--- src/rtl/main_fsm_pkg.sv ---
// Shared definitions for the multicycle ARM main controller: state encodings,
// datapath select constants, instruction Op codes and the control word layout.
package main_fsm_pkg;

  // Fixed state encodings. They are visible on DbgState, so keep them stable.
  typedef enum logic [3:0] {
    S_FETCH    = 4'd0,
    S_DECODE   = 4'd1,
    S_MEMADR   = 4'd2,
    S_MEMRD    = 4'd3,
    S_MEMWB    = 4'd4,
    S_MEMWR    = 4'd5,
    S_EXECUTER = 4'd6,
    S_EXECUTEI = 4'd7,
    S_ALUWB    = 4'd8,
    S_BRANCH   = 4'd9,
    S_UNKNOWN  = 4'd15
  } state_t;

  // ALU A operand select
  localparam logic [1:0] SRCA_RN = 2'b00;
  localparam logic [1:0] SRCA_PC = 2'b01;

  // ALU B operand select
  localparam logic [1:0] SRCB_RM   = 2'b00;
  localparam logic [1:0] SRCB_IMM  = 2'b01;
  localparam logic [1:0] SRCB_FOUR = 2'b10;

  // Result bus select
  localparam logic [1:0] RES_ALUOUT    = 2'b00;
  localparam logic [1:0] RES_DATA      = 2'b01;
  localparam logic [1:0] RES_ALURESULT = 2'b10;

  // Instruction Op field classes
  localparam logic [1:0] OP_DP  = 2'b00;
  localparam logic [1:0] OP_MEM = 2'b01;
  localparam logic [1:0] OP_BR  = 2'b10;

  // One control word per state; every field defaults to zero.
  typedef struct packed {
    logic       ir_write;
    logic       adr_src;
    logic [1:0] alu_src_a;
    logic [1:0] alu_src_b;
    logic [1:0] result_src;
    logic       alu_op;
    logic       next_pc;
    logic       reg_w;
    logic       mem_w;
    logic       branch;
  } ctrl_t;

  localparam ctrl_t CTRL_IDLE = ctrl_t'(13'd0);

  // States that wait for the memory to complete an access before moving on.
  function automatic logic is_wait_state(input state_t st);
    logic res;
    case (st)
      S_FETCH, S_MEMRD, S_MEMWR: res = 1'b1;
      default:                   res = 1'b0;
    endcase
    return res;
  endfunction

endpackage

--- src/rtl/main_fsm_outdec.sv ---
// Combinational state-to-control-word decoder for the main controller.
// The only non-state input is the effective memory-ready, which holds back
// the instruction-register load and PC increment while a fetch is stalled.
module main_fsm_outdec
  import main_fsm_pkg::*;
(
  input  state_t state,
  input  logic   mem_ready,
  output ctrl_t  ctrl
);

  // Control word lookup table; unlisted fields stay at zero.
  always_comb begin
    ctrl = CTRL_IDLE;
    case (state)
      S_FETCH: begin
        ctrl.adr_src    = 1'b0;
        ctrl.ir_write   = mem_ready;
        ctrl.alu_src_a  = SRCA_PC;
        ctrl.alu_src_b  = SRCB_FOUR;
        ctrl.result_src = RES_ALURESULT;
        ctrl.next_pc    = mem_ready;
        ctrl.alu_op     = 1'b0;
      end
      S_DECODE: begin
        ctrl.alu_src_a  = SRCA_PC;
        ctrl.alu_src_b  = SRCB_FOUR;
        ctrl.result_src = RES_ALURESULT;
      end
      S_MEMADR: begin
        ctrl.alu_src_a = SRCA_RN;
        ctrl.alu_src_b = SRCB_IMM;
        ctrl.alu_op    = 1'b0;
      end
      S_MEMRD: begin
        ctrl.adr_src    = 1'b1;
        ctrl.result_src = RES_ALUOUT;
      end
      S_MEMWB: begin
        ctrl.result_src = RES_DATA;
        ctrl.reg_w      = 1'b1;
      end
      S_MEMWR: begin
        // Write strobe is held for the whole access, stalled or not.
        ctrl.adr_src    = 1'b1;
        ctrl.result_src = RES_ALUOUT;
        ctrl.mem_w      = 1'b1;
      end
      S_EXECUTER: begin
        ctrl.alu_src_a = SRCA_RN;
        ctrl.alu_src_b = SRCB_RM;
        ctrl.alu_op    = 1'b1;
      end
      S_EXECUTEI: begin
        ctrl.alu_src_a = SRCA_RN;
        ctrl.alu_src_b = SRCB_IMM;
        ctrl.alu_op    = 1'b1;
      end
      S_ALUWB: begin
        ctrl.result_src = RES_ALUOUT;
        ctrl.reg_w      = 1'b1;
      end
      S_BRANCH: begin
        ctrl.alu_src_a  = SRCA_RN;
        ctrl.alu_src_b  = SRCB_IMM;
        ctrl.result_src = RES_ALURESULT;
        ctrl.branch     = 1'b1;
        ctrl.alu_op     = 1'b0;
      end
      S_UNKNOWN: begin
        ctrl = CTRL_IDLE;
      end
      default: begin
        ctrl = CTRL_IDLE;
      end
    endcase
  end

endmodule

--- src/rtl/main_fsm.sv ---
// Main controller of the multicycle ARM datapath. Moore machine sequencing
// fetch, decode and the memory / data-processing / branch paths, with an
// optional memory-ready handshake that stalls fetch and memory accesses.
// Write strobes are raw; condition-flag gating happens downstream.
module main_fsm
  import main_fsm_pkg::*;
#(
  parameter bit MEM_WAIT_EN = 1'b1,
  parameter int STATE_W     = 4
) (
  input  logic               clk,
  input  logic               reset,
  input  logic [1:0]         Op,
  input  logic [5:0]         Funct,
  input  logic               MemReady,
  output logic               IRWrite,
  output logic               AdrSrc,
  output logic [1:0]         ALUSrcA,
  output logic [1:0]         ALUSrcB,
  output logic [1:0]         ResultSrc,
  output logic               ALUOp,
  output logic               NextPC,
  output logic               RegW,
  output logic               MemW,
  output logic               Branch,
  output logic [STATE_W-1:0] DbgState
);

  state_t state_r;
  state_t next_s;
  logic   ready_s;
  ctrl_t  ctrl_s;
  logic   unused_funct_s;

  // Only the immediate bit and the load/store bit steer the sequence.
  assign unused_funct_s = ^Funct[4:1];

  // With the handshake disabled the memory is treated as always ready.
  assign ready_s = MEM_WAIT_EN ? MemReady : 1'b1;

  // State register; reset returns to FETCH immediately, dropping all strobes.
  always_ff @(posedge clk or negedge reset) begin
    if (!reset) begin
      state_r <= S_FETCH;
    end else begin
      state_r <= next_s;
    end
  end

  // Next-state selection; Op/Funct only matter in DECODE and MEMADR.
  always_comb begin
    next_s = S_FETCH;
    case (state_r)
      S_FETCH: begin
        if (ready_s) next_s = S_DECODE;
        else         next_s = S_FETCH;
      end
      S_DECODE: begin
        case (Op)
          OP_MEM: next_s = S_MEMADR;
          OP_DP: begin
            if (Funct[5]) next_s = S_EXECUTEI;
            else          next_s = S_EXECUTER;
          end
          OP_BR:   next_s = S_BRANCH;
          default: next_s = S_UNKNOWN;
        endcase
      end
      S_MEMADR: begin
        if (Funct[0]) next_s = S_MEMRD;
        else          next_s = S_MEMWR;
      end
      S_MEMRD: begin
        if (ready_s) next_s = S_MEMWB;
        else         next_s = S_MEMRD;
      end
      S_MEMWB:    next_s = S_FETCH;
      S_MEMWR: begin
        if (ready_s) next_s = S_FETCH;
        else         next_s = S_MEMWR;
      end
      S_EXECUTER: next_s = S_ALUWB;
      S_EXECUTEI: next_s = S_ALUWB;
      S_ALUWB:    next_s = S_FETCH;
      S_BRANCH:   next_s = S_FETCH;
      S_UNKNOWN:  next_s = S_FETCH;
      default:    next_s = S_FETCH;
    endcase
  end

  main_fsm_outdec u_outdec (
    .state     (state_r),
    .mem_ready (ready_s),
    .ctrl      (ctrl_s)
  );

  assign IRWrite   = ctrl_s.ir_write;
  assign AdrSrc    = ctrl_s.adr_src;
  assign ALUSrcA   = ctrl_s.alu_src_a;
  assign ALUSrcB   = ctrl_s.alu_src_b;
  assign ResultSrc = ctrl_s.result_src;
  assign ALUOp     = ctrl_s.alu_op;
  assign NextPC    = ctrl_s.next_pc;
  assign RegW      = ctrl_s.reg_w;
  assign MemW      = ctrl_s.mem_w;
  assign Branch    = ctrl_s.branch;
  assign DbgState  = STATE_W'(state_r);

endmodule

--- config.mk ---
export PLATFORM = sky130hd
export DESIGN_NAME = main_fsm
export DESIGN_NICKNAME = d
export VERILOG_FILES = /design/src/rtl/main_fsm_pkg.sv /design/src/rtl/main_fsm_outdec.sv /design/src/rtl/main_fsm.sv
export SDC_FILE = /design/constraint.sdc
export NUM_CORES = 1
export LEC_CHECK = 0
export CORE_AREA = 2 2 39 41
export CTS_BUF_LIST = sky130_fd_sc_hd__clkbuf_2
export CTS_CLUSTER_SIZE = 25
export DETAILED_ROUTE_END_ITERATION = 16
export DIE_AREA = 0 0 41 43
export PLACE_DENSITY = 0.83
export SKIP_CTS_REPAIR_TIMING = 1
export SLEW_MARGIN = 40
export SYNTH_ARGS = -nofsm -noshare
export SYNTH_HDL_FRONTEND = slang
export SYNTH_HIERARCHICAL = 1
export SYNTH_SLANG_ARGS = --single-unit
--- constraint.sdc ---
create_clock -name clk -period 1.5 [get_ports clk]
set_clock_uncertainty 0.15 [all_clocks]
set_input_delay 0.225 -clock clk [delete_from_list [all_inputs] [get_ports clk]]
set_output_delay 0.225 -clock clk [all_outputs]
set_load 0.05 [all_outputs]
Word-level counts from Yosys, hierarchy flattened
Cells that the tools add are included.
{"block": "op_classes", "eq_ne": 11, "n_mux": 15, "n_reduce_logical": 8}
{"operator": "one-hot mux 4 bit (6 select lines)", "count": 1}
{"operator": "equality test 4 x 3 -> 1 bit, second input constant", "count": 4}
{"operator": "one-hot mux 4 bit (3 select lines)", "count": 1}
{"operator": "2-to-1 mux 3 bit", "count": 3}
{"operator": "equality test 4 x 2 -> 1 bit, second input constant", "count": 2}
{"operator": "equality test 4 bit, second input constant", "count": 2}
{"operator": "2-to-1 mux 1 bit", "count": 8}
{"operator": "OR reduction 2 bit", "count": 4}
{"operator": "one-hot mux 3 bit (2 select lines)", "count": 1}
{"operator": "OR reduction 3 bit", "count": 2}
{"operator": "equality test 4 x 1 -> 1 bit, second input constant", "count": 1}
{"operator": "logical NOT 4 bit", "count": 1}
{"operator": "one-hot mux 2 bit (2 select lines)", "count": 1}
{"operator": "equality test 2 x 1 -> 1 bit, second input constant", "count": 1}
{"operator": "equality test 2 bit, second input constant", "count": 1}
{"operator": "logical NOT 2 bit", "count": 1}
{"block": "totals", "ff_bits": 4, "out_inout_bits": 17, "elab_cells": 35}

Logic depth before layout (Yosys ltp)
Gate-level depths: netlist (run 1).
{"block": "depth", "ltp_word": 3, "mapped_depth": 5, "mapped_depth_nobuf": 5}

By module
Netlist (run 1), hierarchy kept.
{"mod": "main_fsm", "instances": 1, "cells_each": 31, "area_each_um2": 292.8, "seq_area_each_um2": 100.1}
{"mod": "main_fsm_outdec", "instances": 1, "cells_each": 23, "area_each_um2": 173.9, "seq_area_each_um2": 0.0}

Worst setup path after synthesis (run 1)
No wires, ideal clock.
{"block": "synth_path", "path_kind": "reg2out", "from": "register state_r[1] (netlist: DbgState[1])", "to": "output ALUSrcA[0]", "arrival_ps": 2364, "t_required_ps": 1125, "slack_ps": -1239, "path_stages_with_launch": 4, "cell_sequence": "dfrtp_1 buf_8 nor3_1 buf_4"}
{"block": "synth_between", "elab_chain_len": 3, "elab_cells_between_ends": 8, "classes_between": "eq/ne: 4; mux: 1; reduce/logical: 3"}
{"element": "from (decl)", "line": "main_fsm.sv:29", "text": "state_t state_r;"}
{"element": "from (signal assigned)", "line": "main_fsm.sv:46", "text": "state_r <= next_s;"}
{"element": "equality test 4 x 2 -> 1 bit, or another cell as far along", "line": "main_fsm_outdec.sv:15", "text": "case (state)"}
{"element": "OR reduction 3 bit (no line) or OR reduction 2 bit (tied branches)"}
{"element": "one-hot mux 3 bit (2 select lines) (*)", "line": "main_fsm_outdec.sv:15"}
{"element": "to (decl)", "line": "main_fsm.sv:18", "text": "output logic [1:0] ALUSrcA,"}
Every way passes the cells marked *; elsewhere a longest branch is shown, timed or not.

Worst setup path in the final report (run 1)
{"block": "layout_path", "from": "register state_r[0] (netlist: DbgState[0])", "to": "output ALUSrcB[0]"}
{"block": "layout_between", "elab_chain_len": 3, "elab_cells_between_ends": 8, "classes_between": "eq/ne: 4; mux: 1; reduce/logical: 3"}
{"element": "equality test 4 x 2 -> 1 bit, or another cell as far along", "line": "main_fsm_outdec.sv:15"}
{"element": "OR reduction 3 bit (no line) or OR reduction 2 bit (tied branches)"}
{"element": "one-hot mux 3 bit (2 select lines) (*)", "line": "main_fsm_outdec.sv:15"}
{"element": "to (decl)", "line": "main_fsm.sv:19", "text": "output logic [1:0] ALUSrcB,"}
Marks and branches as above.

==> results of run 1 <==
==> metal layers <==
metal / vias up / global-route usage (%)
li1: 271 / -
met1: 282 / 19.7
met2: 19 / 34.4
met3: 0 / 4.19
met4: 0 / 5.33
met5: - / 0
==> synthesized netlist by cell type (2+ instances only) <==
| cell | count | area share [%] |
|---|---|---|
| nor3_1 | 5 | 5.4 |
| nand2_1 | 2 | 1.6 |
| nor2_1 | 3 | 2.4 |
| xnor2_1 | 2 | 3.8 |
| ha_1 | 4 | 11 |
| a211o_1 | 2 | 3.8 |
| inv_1 | 3 | 2.4 |
| dfrtp_1 | 4 | 21 |
| nand2b_1 | 2 | 2.7 |
| buf_4 | 4 | 6.4 |
| o211ai_1 | 2 | 3.2 |
| or3_1 | 2 | 2.7 |
==> power by group <==
part           internal (W)  switching (W)
Combinational       0.00129        0.00130
Clock             0.0000539      0.0000477
Sequential         0.000168      0.0000951
==> cells in the final DEF, fill, tap and decap left out <==
master,synthesis,routed
buf_4,4,18
buf_12,0,16
buf_6,1,5
nor3_4,0,5
ha_1,4,4
clkdlybuf4s50_1,0,4
dfrtp_2,0,3
nand2b_4,1,3
nor2_1,3,3
clkbuf_2,0,3
nand2_1,2,2
o211ai_1,2,2
inv_1,3,2
dlymetal6s2s_1,0,2
xnor2_1,2,2
dfrtp_4,0,1
inv_2,0,1
nor2b_4,0,1
nand3b_1,1,1
or3_1,2,1
nand4b_1,1,1
a31oi_1,1,1
a211o_1,2,1
nand3_1,1,1
a21boi_1,1,1
o21a_1,1,1
or3_4,0,1
a21oi_2,0,1
and4bb_2,1,1
and3b_2,0,1
nor4b_1,1,1
a211o_4,0,1
or2b_4,0,1
a211oi_4,0,1
nor4_2,0,1
and2_4,0,1
conb_1,1,1
==> stage by stage <==
stage	area, µm²	util [%]
2_1_floorplan	573	-
3_3_place_gp	1050	76.0
3_5_place_dp	1050	76.0
4_1_cts	1070	77.1
5_1_grt	1150	83.2
6_report	1150	83.2
==> final cells by class <==
type,count,area [µm²],share of cell area (%)
multi-input cells,41,420,36.5
repair buffers,45,577,50.1
inverters,3,11.3,0.978
flip-flops and latches,4,108,9.35
well taps,16,20.0,1.74
clock buffers,3,15.0,1.30
==> final timing paths <==
path / from / end / depth (start not counted)
max in group asynchronous: reset / DbgState[2] / 1
hold reg to reg: DbgState[3] / DbgState[3] / 2
setup / recovery: DbgState[0] / ALUSrcB[0] / 3
min in group clk: Op[1] / DbgState[2] / 5
setup reg to reg: DbgState[1] / DbgState[2] / 5
hold / removal: reset / DbgState[0] / 1
==> cell families after synthesis <==
group           Yosys count
buf+inv                   9
compound gates            9
xor+xnor                  2
simple gates             25
flops                     4
other cells               1
fa+ha+maj                 4
==> critical path, stage by stage (launching register included) <==
cell and delay [ns]:
dfrtp_4 0.51, and4bb_2 0.27, a211o_4 0.28, buf_12 0.15
==> flow_summary.yaml, run 1 <==
run_status:
  status: "complete, but fails checks"
  violations: "negative setup slack"
setup_path:
  worstPathArrival_ns: 1.43
  critPathKind: "reg2out"
  worstSetupEndpointType: "output port"
  r2r_setup_slack_ns: -0.10
  worstPathMaxFanout: 6
  required_ns: 1.12
  worstSetupStartpointType: "flop"
final_layout:
  diodes: 0
  syn_to_final_growth_pct: 147
  n_fill_cell: 68
  fin_cells: 112
  drive_gt1_share_pct: 67.7
  final_nets: 113
  largest_reg_flops: 4
timing:
  hold_ws_ns: 0.0615
  fmax_mhz: 554
  setup_violations: 14
  rsz0062_at_grt: "true"
  finalCritPeriodShare_pct: 120
  tns_ns: -2.55
  hold_viol: 0
  layout_setup_ws_ns: -0.304
  period_minus_slack_ns: 1.80
  slew_viol_final: 0
clocking:
  clk_pin_slew_worst_paths_ns: 0.05
  numCtsBuffers: 3
  htreeDepth: 1
  clk_latency_ns: 0.21
  cts-root-buf: "clkbuf_2"
  tritoncts: "yes"
  cts_sinks: 4
  clockBufferDepth: 2
synth:
  syn-instance-count: 54
  ys_async_sr_fraction_pct: 100
  netlist_area_um2: 467
  synth_edf_count: 0
  synth_compound_area_share_pct: 14.2
  syn-num-nets: 69
  synthAdderAreaFrac_pct: 10.7
  syn_area_per_cell_um2: 8.64
  synth_top_family_by_area: "simple AND/OR/NAND/NOR gates"
  synthMuxAreaShare_pct: 0
  ys_seq_elements: 4
  synthFlopType: "dfrtp_1"
  synth_xor_area_share_pct: 3.75
  yosys.area_share.simple_pct: 34.6
  yosysSeqAreaShare_pct: 21.4
  yosysUniqueCellTypes: 31
  ys.warnings.count: 6
floorplanning:
  die_w_um: 41
  core_um2: 1380
  pin_count: 28
  fp-row-count: 14
  initial_core_util_pct: 33.7
  die_h_um: 43
  dieArea_um2: 1760
detailed_routing:
  drcViolationCount: 0
  drt_pre_antenna_iters: 4
  vias_per_cell: 5.11
  drt_wl_total_um: 1530
  topRoutingLayerUsed: "met3"
  drt_iter0_drc: 2
  wl_met2_um: 912
  wirelength_met1_um: 567
  vias: 572
  ant_nets: 0
  route.met3.wl_um: 52
  wl_per_cell_um: 13.7
global_route:
  antenna_found_initial: 0
  grt.total_usage_pct: 18.8
  grt_overflow: 0
  grt_pass1_wl_um: 2310
  grt_max_degree: 9
  grt_pass1_vias: 547
placed_design:
  hpwl_um: 1130
  place_congestion: 0.754
  portBuffers: 22
  dp_slack_ns: -0.351
  dp.cells: 106
power:
  peakVddDrop_uv: 1380
  power.total_w: 0.00296
  p_per_area_nw_per_um2: 2570
  leakagePower_nw: 0.526
min_path:
  hold_class: "in2async"
flow_run:
  maxCapViolCount: 0
Power figures use the tool's default switching activity.
==> inputs of run 2 (changes only) <==
CORE_AREA = not set   (was 2 2 39 41)
CORE_MARGIN = 2   (was not set)
CORE_UTILIZATION = 34   (was not set)
DIE_AREA = not set   (was 0 0 41 43)
PLACE_DENSITY = 0.84   (was 0.83)
clock period = 1.55 ns   (was 1.5 ns; I/O delays follow)
==> run 2 against run 1 <==
The flow still finishes with violations (negative setup slack). Die area shrank 4.4%. Sequential power rose by 3%. Routed wire length increased by 3.6%. Combinational power is 4% lower. Worst setup slack improved by 0.043 ns. Critical endpoint unchanged.
==> flow_summary.yaml, run 2 (synthesis results as in run 1) <==
setup_path:
  critPathKind: "reg2out"
  cp_num_buf_inv: 1
  r2r-end: "DbgState[3]"
  slowest_delay_ns: 0.52
  worstSetupEndpointType: "output port"
  critical_path.cell_chain: "and4bb_2 > a211o_4 > buf_12"
  r2r_cells: 4
  crit_family: "flip-flops"
  worstPathArrival_ns: 1.43
  required_ns: 1.17
  r2r_setup_slack_ns: 0.03
  worstSetupStartpointType: "flop"
  worstPathMaxFanout: 7
  slowest_stage: "dfrtp_4"
  r2r_start: "DbgState[1]"
clocking:
  tritoncts: "yes"
  clk_latency_ns: 0.21
  htreeDepth: 1
  clockBufferDepth: 2
  clk_pin_slew_worst_paths_ns: 0.05
  numCtsBuffers: 3
  cts_sinks: 4
  cts-root-buf: "clkbuf_2"
detailed_routing:
  ant_nets: 0
  vias: 566
  drt_iter0_drc: 13
  wl_per_cell_um: 14.8
  drt_wl_total_um: 1590
  drt_pre_antenna_iters: 4
  drcViolationCount: 0
  vias_per_cell: 5.29
final_layout:
  drive_gt1_share_pct: 64.1
  diodes: 0
  syn_to_final_growth_pct: 142
  final_area_um2: 1130
  final_common_cell: "buf_12"
  ff_latch_area_um2: 108
  fin_cells: 107
  final_nets: 109
  multi_input_comb_area_um2: 422
  final_cell_mix: "16 x buf_12, 13 x buf_4, 5 x buf_6, 5 x nor3_4"
  largest_reg_flops: 4
  n_fill_cell: 55
power:
  p_comb_share_pct: 87.1
  power.total_w: 0.00287
  p_clk_share_pct: 3.4
  p_sw_share_pct: 49.9
  p_per_area_nw_per_um2: 2540
  peakVddDrop_uv: 1460
  power.share.sequential_pct: 9.5
  p_sw_w: 0.00143
  leakagePower_nw: 0.501
  internal_power_w: 0.00144
global_route:
  grt_max_degree: 9
  grt.total_usage_pct: 18.7
  grt_pass1_wl_um: 2060
  grt_pass1_vias: 517
  grt_overflow: 0
  antenna_found_initial: 0
timing:
  rsz0062_at_grt: "true"
  layout_setup_ws_ns: -0.261
  finalCritPeriodShare_pct: 117
  setup_violations: 12
  slew_viol_final: 0
  tns_ns: -1.83
  period_minus_slack_ns: 1.81
  hold_viol: 0
  fmax_mhz: 552
placed_design:
  dpl-instance-area_um2: 1030
  place_congestion: 0.787
  dp.cells: 102
  hpwl_um: 1100
  portBuffers: 22
run_status:
  status: "complete, but fails checks"
  violations: "negative setup slack"
floorplanning:
  fp-row-count: 13
  dieArea_um2: 1690
  die_h_um: 41.1
  core_um2: 1280
  pin_count: 28
  initial_core_util_pct: 36.3
  die_w_um: 41.1
flow_run:
  maxCapViolCount: 0
min_path:
  hold_class: "in2async"
run 2: changes by cell type in the layout (fill, tap and decap cells not counted), sizes merged:
cell and change:
buf -4
run 2: power groups by stage:
stage	Clock [W]	Combinational [W]	Sequential (W)
after detailed placement	0	0.00233	0.000241
final	0.0000975	0.00250	0.000272
after CTS	0.000104	0.00234	0.000241
after global routing	0.000109	0.00260	0.000284
after floorplan	0	0.00118	0.000412
after global placement	0	0.00229	0.000236
run 2: worst max path at each step:
stage                           start           to  slack [ns]  cells after the start
final                     DbgState[0]   ALUSrcB[0]       -0.26                      3
after global routing      DbgState[0]      IRWrite       -0.32                      3
after CTS                 DbgState[0]   ALUSrcB[0]       -0.25                      3
after detailed placement        Op[0]  DbgState[2]       -0.32                      5
after global placement          Op[0]  DbgState[2]       -0.26                      5
after floorplan           DbgState[3]   ALUSrcB[0]       -0.33                      3
run 2: cell type report:
| cell class | count | area share (%) |
|---|---|---|
| Timing Repair Buffer | 41 | 49.1 |
| Multi-Input combinational cell | 41 | 37.4 |
| Sequential cell | 4 | 9.53 |
| Clock buffer | 3 | 1.33 |
| Tap cell | 15 | 1.66 |
| Inverter | 3 | 0.998 |
run 2: stage by stage:
stage	utilization [%]	worst slack [ns]	hold WS (ns)
after floorplan	-	-0.332	-0.213
after global placement	80.0	-0.263	0.287
after detailed placement	80.0	-0.316	0.297
after CTS	81.2	-0.254	0.0593
after global routing	87.8	-0.323	0.0642
final	87.8	-0.261	0.0689
run 2: layer usage:
metal | global-route usage, % | part of all wire (%)
met3 | 3.80 | 5.3
met1 | 18.0 | 36
met2 | 38.3 | 57
met5 | 0 | 0
met4 | 5.00 | 1.8
==> inputs of run 3 (changes only) <==
CORE_AREA = 2 2 39 41   (was not set)
CORE_MARGIN = not set   (was 2)
CORE_UTILIZATION = not set   (was 34)
DIE_AREA = 0 0 41 43   (was not set)
PLACE_DENSITY = 0.83   (was 0.84)
clock period = 1.9 ns   (was 1.55 ns; I/O delays follow)
==> run 3 against run 2 <==
The flow now finishes without violations. Count of clock-buffer cells in the layout did not move. First-iteration DRC count fell by 38%. Critical path depth did not move. Via count fell by 6.2%. Design area fell by 8.4%. Register-to-register slack improved by 0.35 ns.
==> flow_summary.yaml, run 3 (synthesis results as in run 1) <==
run_status:
  status: "completed"
clocking:
  numCtsBuffers: 3
  clockBufferDepth: 2
  clk_pin_slew_worst_paths_ns: 0.05
  cts-root-buf: "clkbuf_2"
  tritoncts: "yes"
  clk_latency_ns: 0.21
  htreeDepth: 1
  cts_sinks: 4
timing:
  fmax_mhz: 536
  slew_viol_final: 0
  finalCritPeriodShare_pct: 98.1
  rsz0062_at_grt: "true"
  layout_setup_ws_ns: 0.0360
  tns_ns: 0
  period_minus_slack_ns: 1.86
  setup_violations: 0
  hold_viol: 0
final_layout:
  diodes: 0
  final_nets: 105
  final_common_cell: "buf_12"
  largest_reg_flops: 4
  syn_to_final_growth_pct: 121
  drive_gt1_share_pct: 59.1
  final_cell_mix: "16 x buf_12, 15 x buf_4, 6 x clkdlybuf4s50_1"
  post-route-util_pct: 74.7
  fin_cells: 104
setup_path:
  r2r_start: "DbgState[1]"
  critPathKind: "reg2out"
  slowest_delay_ns: 0.47
  slowest_stage: "dfrtp_2"
  worstSetupEndpointType: "output port"
  r2r_cells: 4
  r2r-end: "DbgState[2]"
  r2r_setup_slack_ns: 0.38
  worstPathArrival_ns: 1.43
  worstPathMaxFanout: 11
  crit_family: "flip-flops"
  required_ns: 1.46
  worstSetupStartpointType: "flop"
  cp_num_buf_inv: 1
  critical_path.cell_chain: "and3b_2 > a211o_4 > buf_12"
placed_design:
  dp.cells: 94
  place_congestion: 0.781
  hpwl_um: 998
  dp_slack_ns: 0.00199
  portBuffers: 22
detailed_routing:
  drt_iter0_drc: 8
  drt_pre_antenna_iters: 4
  vias: 531
  vias_per_cell: 5.11
  wl_per_cell_um: 13.0
  ant_nets: 0
  drcViolationCount: 0
  drt_wl_total_um: 1350
floorplanning:
  die_w_um: 41
  die_h_um: 43
  pin_count: 28
  core_um2: 1380
  dieArea_um2: 1760
  initial_core_util_pct: 33.7
  fp-row-count: 14
power:
  leakagePower_nw: 0.450
  peakVddDrop_uv: 1090
  power.total_w: 0.00218
  p_per_area_nw_per_um2: 2110
flow_run:
  maxCapViolCount: 0
global_route:
  grt_pass1_wl_um: 2050
  antenna_found_initial: 0
  grt.total_usage_pct: 16.6
  grt_overflow: 0
  grt_pass1_vias: 503
  grt_max_degree: 13
min_path:
  hold_class: "in2async"
==> run 3: final cells by class <==
cell class | count | area [µm²]
clock buffers | 3 | 15.0
well taps | 16 | 20.0
fillers | 90 | 350
repair buffers | 37 | 493
flip-flops and latches | 4 | 105
inverters | 3 | 11.3
multi-input cells | 41 | 389
==> run 3: worst max path at each step <==
stage / startpoint / cells after the start / end
floorplan: DbgState[2] / 3 / MemW
CTS: DbgState[3] / 3 / ALUSrcB[0]
global route: DbgState[3] / 4 / IRWrite
global placement: Op[0] / 5 / DbgState[2]
finish: DbgState[3] / 3 / ALUSrcB[0]
detailed placement: Op[0] / 5 / DbgState[2]
==> run 3: report_power, final <==
group	switching [W]	internal [W]
sequential	0.0000825	0.000128
clock	0.0000354	0.0000425
combinational	0.000975	0.000914
==> run 3: layer usage <==
metal	routed length, µm	vias to the layer above	GRT usage (%)
li1	-	255	-
met3	82	0	3.66
met2	795	24	29.4
met5	0	-	0
met1	470	252	18.7
met4	0	0	4.00
==> run 3: metrics by stage <==
stage          hold WS [ns]  cell area [µm²]
6_report              0.126             1030
5_1_grt               0.127             1030
4_1_cts               0.127              966
3_5_place_dp          0.351              951
3_3_place_gp          0.341              951
2_1_floorplan        -0.161              554
